`config.mk`:
```
export PLATFORM = sky130hd
export DESIGN_NAME = pc_sequencer
export DESIGN_NICKNAME = d
export VERILOG_FILES = /design/src/rtl/pc_sequencer.sv
export SDC_FILE = /design/constraint.sdc
export NUM_CORES = 1
export LEC_CHECK = 0
export BUFFER_PORTS_ARGS = -buffer_cell sky130_fd_sc_hd__buf_2
export CAP_MARGIN = 10
export CORE_MARGIN = 10
export CORE_UTILIZATION = 40
export CTS_BUF_LIST = sky130_fd_sc_hd__clkbuf_4
export CTS_CLUSTER_SIZE = 25
export DETAILED_ROUTE_END_ITERATION = 7
export GPL_TIMING_DRIVEN = 0
export SLEW_MARGIN = 10
export SYNTH_ARGS = -nofsm -noshare
export SYNTH_HDL_FRONTEND = slang
export SYNTH_SLANG_ARGS = --single-unit
```
`constraint.sdc`:
```
create_clock -name clk -period 6 [get_ports clk]
set_input_delay 0.6 -clock clk [delete_from_list [all_inputs] [get_ports clk]]
set_output_delay 0.6 -clock clk [all_outputs]
set_load 0.01 [all_outputs]
```
`src/rtl/pc_sequencer.sv`:
```
// rtl/pc_sequencer.sv - fetch-stage program counter with exception PC and circular return-address stack
// Priority-ordered next-PC selection; RAS push overwrites the oldest entry when full.
module pc_sequencer #(
  parameter int unsigned      WIDTH        = 32,
  parameter logic [WIDTH-1:0] RESET_VECTOR = WIDTH'(32'h0000_3000),
  parameter logic [WIDTH-1:0] EXC_VECTOR   = WIDTH'(32'h0000_4180),
  parameter int unsigned      RAS_DEPTH    = 4,
  localparam int unsigned     CW           = $clog2(RAS_DEPTH + 1),
  localparam int unsigned     PW           = (RAS_DEPTH > 1) ? $clog2(RAS_DEPTH) : 1
) (
  input  logic             clk,
  input  logic             reset,
  input  logic             stall,
  input  logic             redirect,
  input  logic [WIDTH-1:0] redirect_addr,
  input  logic             call,
  input  logic             ret,
  input  logic             exception,
  input  logic             eret,
  output logic [WIDTH-1:0] pc,
  output logic [WIDTH-1:0] pc_plus4,
  output logic [WIDTH-1:0] epc,
  output logic [CW-1:0]    ras_count,
  output logic             ras_empty,
  output logic             ras_full
);

  logic [WIDTH-1:0] pc_q, pc_d;
  logic [WIDTH-1:0] epc_q, epc_d;
  logic [CW-1:0]    cnt_q, cnt_d;
  logic [PW-1:0]    ptr_q, ptr_d, ptr_inc, ptr_dec;
  logic [WIDTH-1:0] ras_q [RAS_DEPTH];
  logic [WIDTH-1:0] ras_top;
  logic             push;

  function automatic logic [WIDTH-1:0] align(input logic [WIDTH-1:0] a);
    return {a[WIDTH-1:2], 2'b00};
  endfunction

  assign pc_plus4 = pc_q + WIDTH'(4);

  // ptr_q is the next write slot; the top of stack sits one below it
  assign ptr_inc = (ptr_q == PW'(RAS_DEPTH - 1)) ? '0 : ptr_q + PW'(1);
  assign ptr_dec = (ptr_q == '0) ? PW'(RAS_DEPTH - 1) : ptr_q - PW'(1);
  assign ras_top = ras_q[ptr_dec];

  always_comb begin
    pc_d  = pc_plus4;
    epc_d = epc_q;
    cnt_d = cnt_q;
    ptr_d = ptr_q;
    push  = 1'b0;
    if (exception) begin
      epc_d = pc_q;
      pc_d  = EXC_VECTOR;
    end else if (eret) begin
      pc_d = align(epc_q);
    end else if (call) begin
      push  = 1'b1;
      ptr_d = ptr_inc;
      if (cnt_q != CW'(RAS_DEPTH)) cnt_d = cnt_q + CW'(1);
      pc_d  = align(redirect_addr);
    end else if (ret) begin
      if (cnt_q != '0) begin
        pc_d  = align(ras_top);
        ptr_d = ptr_dec;
        cnt_d = cnt_q - CW'(1);
      end else begin
        pc_d = align(redirect_addr);
      end
    end else if (redirect) begin
      pc_d = align(redirect_addr);
    end else if (stall) begin
      pc_d = pc_q;
    end
  end

  always_ff @(posedge clk) begin
    if (reset) begin
      pc_q  <= RESET_VECTOR;
      epc_q <= '0;
      cnt_q <= '0;
      ptr_q <= '0;
    end else begin
      pc_q  <= pc_d;
      epc_q <= epc_d;
      cnt_q <= cnt_d;
      ptr_q <= ptr_d;
    end
  end

  always_ff @(posedge clk) begin
    if (!reset && push) ras_q[ptr_q] <= pc_plus4;
  end

  assign pc        = pc_q;
  assign epc       = epc_q;
  assign ras_count = cnt_q;
  assign ras_empty = (cnt_q == '0);
  assign ras_full  = (cnt_q == CW'(RAS_DEPTH));

endmodule
```
==> run summary, run 1 <==
YS warnings: 0
Slew @ Worst Pin: 0.844 ns
Slew margin rel.: 43.7%
CTS Hold Buffers Added: 0
Vert. Die Dim: 169 um
Post-Route WL: 30.2 mm
Sum Neg Setup Slack: 0 ns
Post-cts sizing count: 0
Synth Flop Type: edfxtp_1
Top cell type's share of synthesized area: 40.7%
HP Class: in -> reg
CP required: 5.40 ns
Synth cell types: 66
Vias per cell: 5.78
Via Count: 7282
Post-DP HPWL: 22.4 mm
DRT antenna net count: 0
Commonest cells in the netlist: 120 x edfxtp_1, 69 x dfxtp_1, 69 x nor2_1, 67 x nand2_1, 39 x mux2i_1
Hold Crit Endpoint: pc[16]$_SDFFE_PP0P_
Synth area leaders: edfxtp_1 41%, dfxtp_1 16%, mux2i_1 4.4%
Pwr/cell area: 241 nW/um^2
CTS clk-pin slew, worst paths: 0.17 ns
Full die area: 28500 sq um
Mapped cell area: 8840 sq um
Fin Hold WS: 0.272 ns
Placed cell count: 1227
Syn Inst Count: 811
Root buffer cell: clkbuf_4
Nets: 1012
Initial Util: 40.5%
Lkg Pwr: 3.95 nW
Critical path class: reg -> out
Initial antenna violation count: 2
Starting DRT DRC Count: 758
# DRC: 0
Hold Vio Cnt, Final: 0
Core Box Area: 21800 sq um
EDFF count, synth: 120
Most frequent cell after synthesis: edfxtp_1
Hold Path Depth: 3
H-Tree Depth: 4
Setup violators final: 0
Flop2flop setup slack: 2.08 ns
Global-route wire length before repair: 45.3 mm
Detailed Routing Iterations Pass 1: 6
Slowest cell on crit path: nor4_1
Final WS setup: 1.95 ns
Startpoint Class: register
Sink Count: 189
Critical path endpoint category: output pin
Rows: 54
Final worst-path cycle share: 67.5%
Syn nets: 857
Final Slew Violations: 0
Post-synth top area cell: edfxtp_1
Critical R2R Launch: ptr_q[0]$_SDFFE_PP0P_
HP Start: redirect_addr[16]
WL per Instance: 24.0 um
Number of synthesized register bits: 189
Share of layout cells above drive strength 1: 21.3%
Register area share after synthesis: 56.4%
CTS tree: built
Worst Reg-to-Reg Cells: 10
Max Fclk: 247 MHz
Max-Cap Viols: 0
Syn Area/Cell: 10.9 sq um
Die W: 169 um
RSZ-0062 raised after global routing: no
Clk buf depth: 2
GP Congestion: 0.926
Post-synth ARST share: 0%
Post-Layout Cell Count: 1260
Max FO, Critical Path: 9
Clk_skew: 0.0266 ns
Layout area overhead: 15.1%
Status: finished clean
CP cell instances: nand4_2 > nor4_1 > and4b_1 > xor2_1 > buf_2
Port bufs: 135
Arrival @ worst endpoint: 3.45 ns
GRT Total Usage: 20.7%
Number of buffers added for setup after CTS: 0
Largest net degree at the start of global routing: 31
Total grt overflow: 0
R2R Path End: pc[23]$_SDFFE_PP0P_
Worst-skew pair later-pin latency: 0.62 ns
Top Ports: 141
CTS buffer count: 17
Period minus WS final: 4.05 ns
Max IR drop VDD: 0.0000996 V
CP max stage delay: 0.76 ns
Setup WS pre-CTS: 2.07 ns
Via count of the first global-routing pass: 7019
## worst max-delay path by stage
stage                           from                   to  slack, ns  cells after the start
2_1_floorplan  ptr_q[0]$_SDFFE_PP0P_  pc[23]$_SDFFE_PP0P_       3.44                     10
3_3_place_gp   ptr_q[0]$_SDFFE_PP0P_  pc[23]$_SDFFE_PP0P_       2.07                     10
3_5_place_dp   ptr_q[0]$_SDFFE_PP0P_  pc[23]$_SDFFE_PP0P_       2.07                     10
4_1_cts           pc[2]$_SDFFE_PP0P_         pc_plus4[31]       2.03                      5
5_1_grt        ptr_q[0]$_SDFFE_PP0P_  pc[23]$_SDFFE_PP0P_       1.74                     10
6_report          pc[2]$_SDFFE_PP0P_         pc_plus4[31]       1.95                      5
## metrics by stage
stage	cell area, sq um	util (%)	total power [W]
2_1_floorplan	8840	-	0.00163
3_3_place_gp	9870	45.2	0.00177
3_5_place_dp	9890	45.3	0.00177
4_1_cts	10200	46.6	0.00245
5_1_grt	10200	46.7	0.00253
6_report	10200	46.7	0.00245
## registers in the layout, indices dropped and copies added (netlist names)
register and count:
epc 32, ptr_q 2, pc 32, ras_q 120
ras_count 3
## worst max-delay path: cells and delay by family (launching register included)
family                    cells  cell delay, ns
and+or+nand+nor               3            1.30
DFF                           1            0.67
xor gates and xnor gates      1            0.61
buffers and inverters         1            0.27
## cells in the final DEF (no fill, tap or decap), types with 24 or more instances in the layout
master | synthesis | routed
a31oi_1 | 27 | 27
a211oi_1 | 31 | 31
mux2i_1 | 39 | 39
edfxtp_1 | 120 | 120
inv_1 | 25 | 25
clkbuf_1 | 31 | 31
dfxtp_1 | 69 | 69
o21ai_0 | 36 | 36
nand2_1 | 67 | 67
nor2b_1 | 25 | 25
buf_2 | 9 | 144
nor2_1 | 69 | 69
a21oi_1 | 24 | 24
## kinds of logic (layout without fill, tap and decap cells)
family	Yosys count	in the layout	share of synthesized area, %
simple gates	252	252	14.3
compound gates	209	209	16.4
buf+inv	85	253	4.06
fa+ha+maj	6	6	0.934
other cells	0	1	0
flops	189	189	56.4
mux	45	45	5.30
xor+xnor	25	25	2.56
## power by group
part	switching [W]	total [W]	internal, W
combinational	0.000218	0.000320	0.000103
sequential	0.0000254	0.00143	0.00140
clock	0.000510	0.000702	0.000192
## final cells by class
type	instances	area (sq um)
fillers	2090	11600
flip-flops and latches	189	4980
multi-input cells	537	3510
repair buffers	136	683
well taps	280	350
plain buffers	60	265
clock inverters	15	163
clock buffers	17	128
inverters	25	93.8
diodes	1	2.50
## metal layers
layer	wire, um	vias to the layer above	global-route usage, %
met5	7	-	0
met1	14100	3544	29.1
met2	13400	309	31.4
met3	2030	37	4.12
li1	-	3390	-
met4	647	2	6.51
Note: power is estimated with default switching activity, not from simulation.
==> run 2, diff against run 1 <==
==> constraint.sdc (replaced) <==
create_clock -name clk -period 3.4 [get_ports clk]
set_input_delay 0.34 -clock clk [delete_from_list [all_inputs] [get_ports clk]]
set_output_delay 0.34 -clock clk [all_outputs]
set_load 0.01 [all_outputs]
==> run 2 against run 1 <==
Sequential share of layout area decreased by 0.39 points. Non-clock buffer count up 2. Routed wire length increased by 0.39%. Worst hold slack worse by 0.26 ns. Core utilization up 0.41 points. Global-route usage is essentially flat. Final cell count increased by 0.16%. Flip-flop and latch count unchanged.
==> run summary, run 2 (synthesis results as in run 1) <==
GP Congestion: 0.926 (unchanged)
Routed wl met3: 2.19 mm (was 2.03 mm)
Core Box Area: 21800 sq um (unchanged)
Max IR drop VDD: 0.000176 V (was 0.0000996 V)
Commonest non-fill, non-tap cell in the layout: buf_2 (unchanged)
Top reg by flops: ras_q (unchanged)
Wl on met1: 13.9 mm (was 14.1 mm)
Initial antenna violation count: 1 (was 2)
Share of layout cells above drive strength 1: 23.4% (was 21.3%)
Max FO, Critical Path: 8 (was 9)
Starting DRT DRC Count: 692 (was 758)
Initial Util: 40.5% (unchanged)
Vias per cell: 5.78 (about the same)
Hold Crit Endpoint: pc[19]$_SDFFE_PP0P_ (was pc[16]$_SDFFE_PP0P_)
Die W: 169 um (unchanged)
Via Count: 7291 (was 7282)
Worst Reg-to-Reg Cells: 11 (was 10)
Arrival @ worst endpoint: 2.91 ns (was 3.45 ns)
Hold Vio Cnt, Final: 0 (unchanged)
Root buffer cell: clkbuf_4 (unchanged)
Worst-skew pair later-pin latency: 0.62 ns (about the same)
Nets: 1014 (was 1012)
HP Class: in -> reg (unchanged)
Global-route wire length before repair: 45.4 mm (was 45.3 mm)
Max Fclk: 307 MHz
Full die area: 28500 sq um (unchanged)
Setup violators final: 0 (unchanged)
Port bufs: 135 (unchanged)
RSZ-0062 raised after global routing: no (unchanged)
Period minus WS final: 3.25 ns
Lkg Pwr: 4.00 nW (was 3.95 nW)
GRT Total Usage: 20.8% (was 20.7%)
Slew @ Worst Pin: 0.839 ns (was 0.844 ns)
Layout area overhead: 16.1% (was 15.1%)
Rows: 54 (unchanged)
Clk buf depth: 2 (unchanged)
Post-Route WL: 30.3 mm (was 30.2 mm)
CTS clk-pin slew, worst paths: 0.18 ns (was 0.17 ns)
Final WS setup: 0.148 ns (was 1.95 ns)
Flop2flop setup slack: 0.25 ns (was 2.08 ns)
H-Tree Depth: 4 (unchanged)
Met2 WL post-DR: 13.7 mm (was 13.4 mm)
Top Ports: 141 (unchanged)
Max reg flops: 120 (unchanged)
Critical path endpoint category: output pin (unchanged)
Status: finished clean (unchanged)
Setup WS pre-CTS: -0.531 ns (was 2.07 ns)
Final worst-path cycle share: 95.6%
Startpoint Class: register (unchanged)
Via count of the first global-routing pass: 7028 (was 7019)
Hold Path Depth: 3 (unchanged)
Uppermost layer routed: met4 (was met5)
R2R Path End: pc[28]$_SDFFE_PP0P_ (was pc[23]$_SDFFE_PP0P_)
Max-Cap Viols: 0 (unchanged)
Largest net degree at the start of global routing: 31 (unchanged)
DRT antenna net count: 0 (unchanged)
Fin util: 47.1% (was 46.7%)
CTS buffer count: 17 (unchanged)
CTS tree: built (unchanged)
WL per Instance: 24.0 um (about the same)
Final Slew Violations: 0 (unchanged)
Detailed Routing Iterations Pass 1: 5 (was 6)
Power, Total: 0.00434 W (was 0.00245 W)
Critical R2R Launch: ptr_q[0]$_SDFFE_PP0P_ (unchanged)
CP required: 3.06 ns (was 5.40 ns)
Filler cell count: 2085 (was 2090)
Pwr/cell area: 422 nW/um^2 (was 241 nW/um^2)
Critical path class: reg -> out (unchanged)
HP Start: redirect_addr[19] (was redirect_addr[16])
Post-DP HPWL: 22.4 mm (unchanged)
Clk_skew: 0.0248 ns (was 0.0266 ns)
Slew margin rel.: 44.1% (was 43.7%)
Sink Count: 189 (unchanged)
Total grt overflow: 0 (unchanged)
Vert. Die Dim: 169 um (unchanged)
Most frequent cells in the layout: 144 x buf_2, 120 x edfxtp_1, 68 x nor2_1, 67 x nand2_1, 66 x dfxtp_1 (was 144 x buf_2, 120 x edfxtp_1, 69 x nor2_1, 69 x dfxtp_1, 67 x nand2_1)
# DRC: 0 (unchanged)
run 2: worst max-delay path: stages, from the launching register on:
cell     delay [ns]
dfxtp_1        0.54
nand4_2        0.23
or4_4          0.53
buf_6          0.16
nor3_4         0.15
xnor2_1        0.27
inv_1          0.20
buf_2          0.20
run 2: power breakdown:
group	switching, W	internal (W)
clock	0.000907	0.000340
sequential	0.0000458	0.00247
combinational	0.000384	0.000186
total	0.00134	0.00300
run 2: area by class of cell:
cell class	count	area [sq um]	area share, %
Multi-Input combinational cell	537	3560	34.6
Tap cell	280	350	3.41
Buffer	58	270	2.63
Antenna cell	1	2.50	0.0244
Clock buffer	17	128	1.24
Sequential cell	189	4990	48.6
Timing Repair Buffer	140	716	6.97
Inverter	25	93.8	0.914
Clock inverter	15	163	1.58
run 2: timing repair:
| item | in CTS | in global routing |
|---|---|---|
| hold buffers | 1 | 0 |
| setup buffers | 0 | 3 |
| endpoints found under the hold margin | 1 | 0 |
| gates resized for setup | 11 | 13 |
| setup endpoints to repair | 20 | 27 |
run 2: worst max-delay path by stage:
stage	startpoint	end	slack, ns	cells past startpoint
CTS	pc[3]$_SDFFE_PP0P_	pc_plus4[28]	0.01	7
detailed placement	ptr_q[0]$_SDFFE_PP0P_	pc[23]$_SDFFE_PP0P_	-0.53	10
finish	pc[8]$_SDFFE_PP0P_	pc_plus4[23]	0.15	7
global route	pc[8]$_SDFFE_PP0P_	pc_plus4[23]	0.004	7
floorplan	ptr_q[0]$_SDFFE_PP0P_	pc[23]$_SDFFE_PP0P_	0.84	10
global placement	ptr_q[0]$_SDFFE_PP0P_	pc[23]$_SDFFE_PP0P_	-0.53	10
run 2: stage by stage:
step	hold WS (ns)	cell area (sq um)	cells	TNS (ns)
CTS	0.0183	10200	1259	0
detailed placement	0.490	9890	1227	-2.27
floorplan	0.507	8840	811	0
global placement	0.482	9870	1226	-2.52
finish	0.0162	10300	1262	0
global route	0.0340	10300	1262	0
run 2: routing by layer:
metal / global-route usage (%) / vias to the layer above
met5: 0 / -
met1: 29.4 / 3540
met2: 31.8 / 336
met4: 5.79 / 0
met3: 3.87 / 29
li1: - / 3386
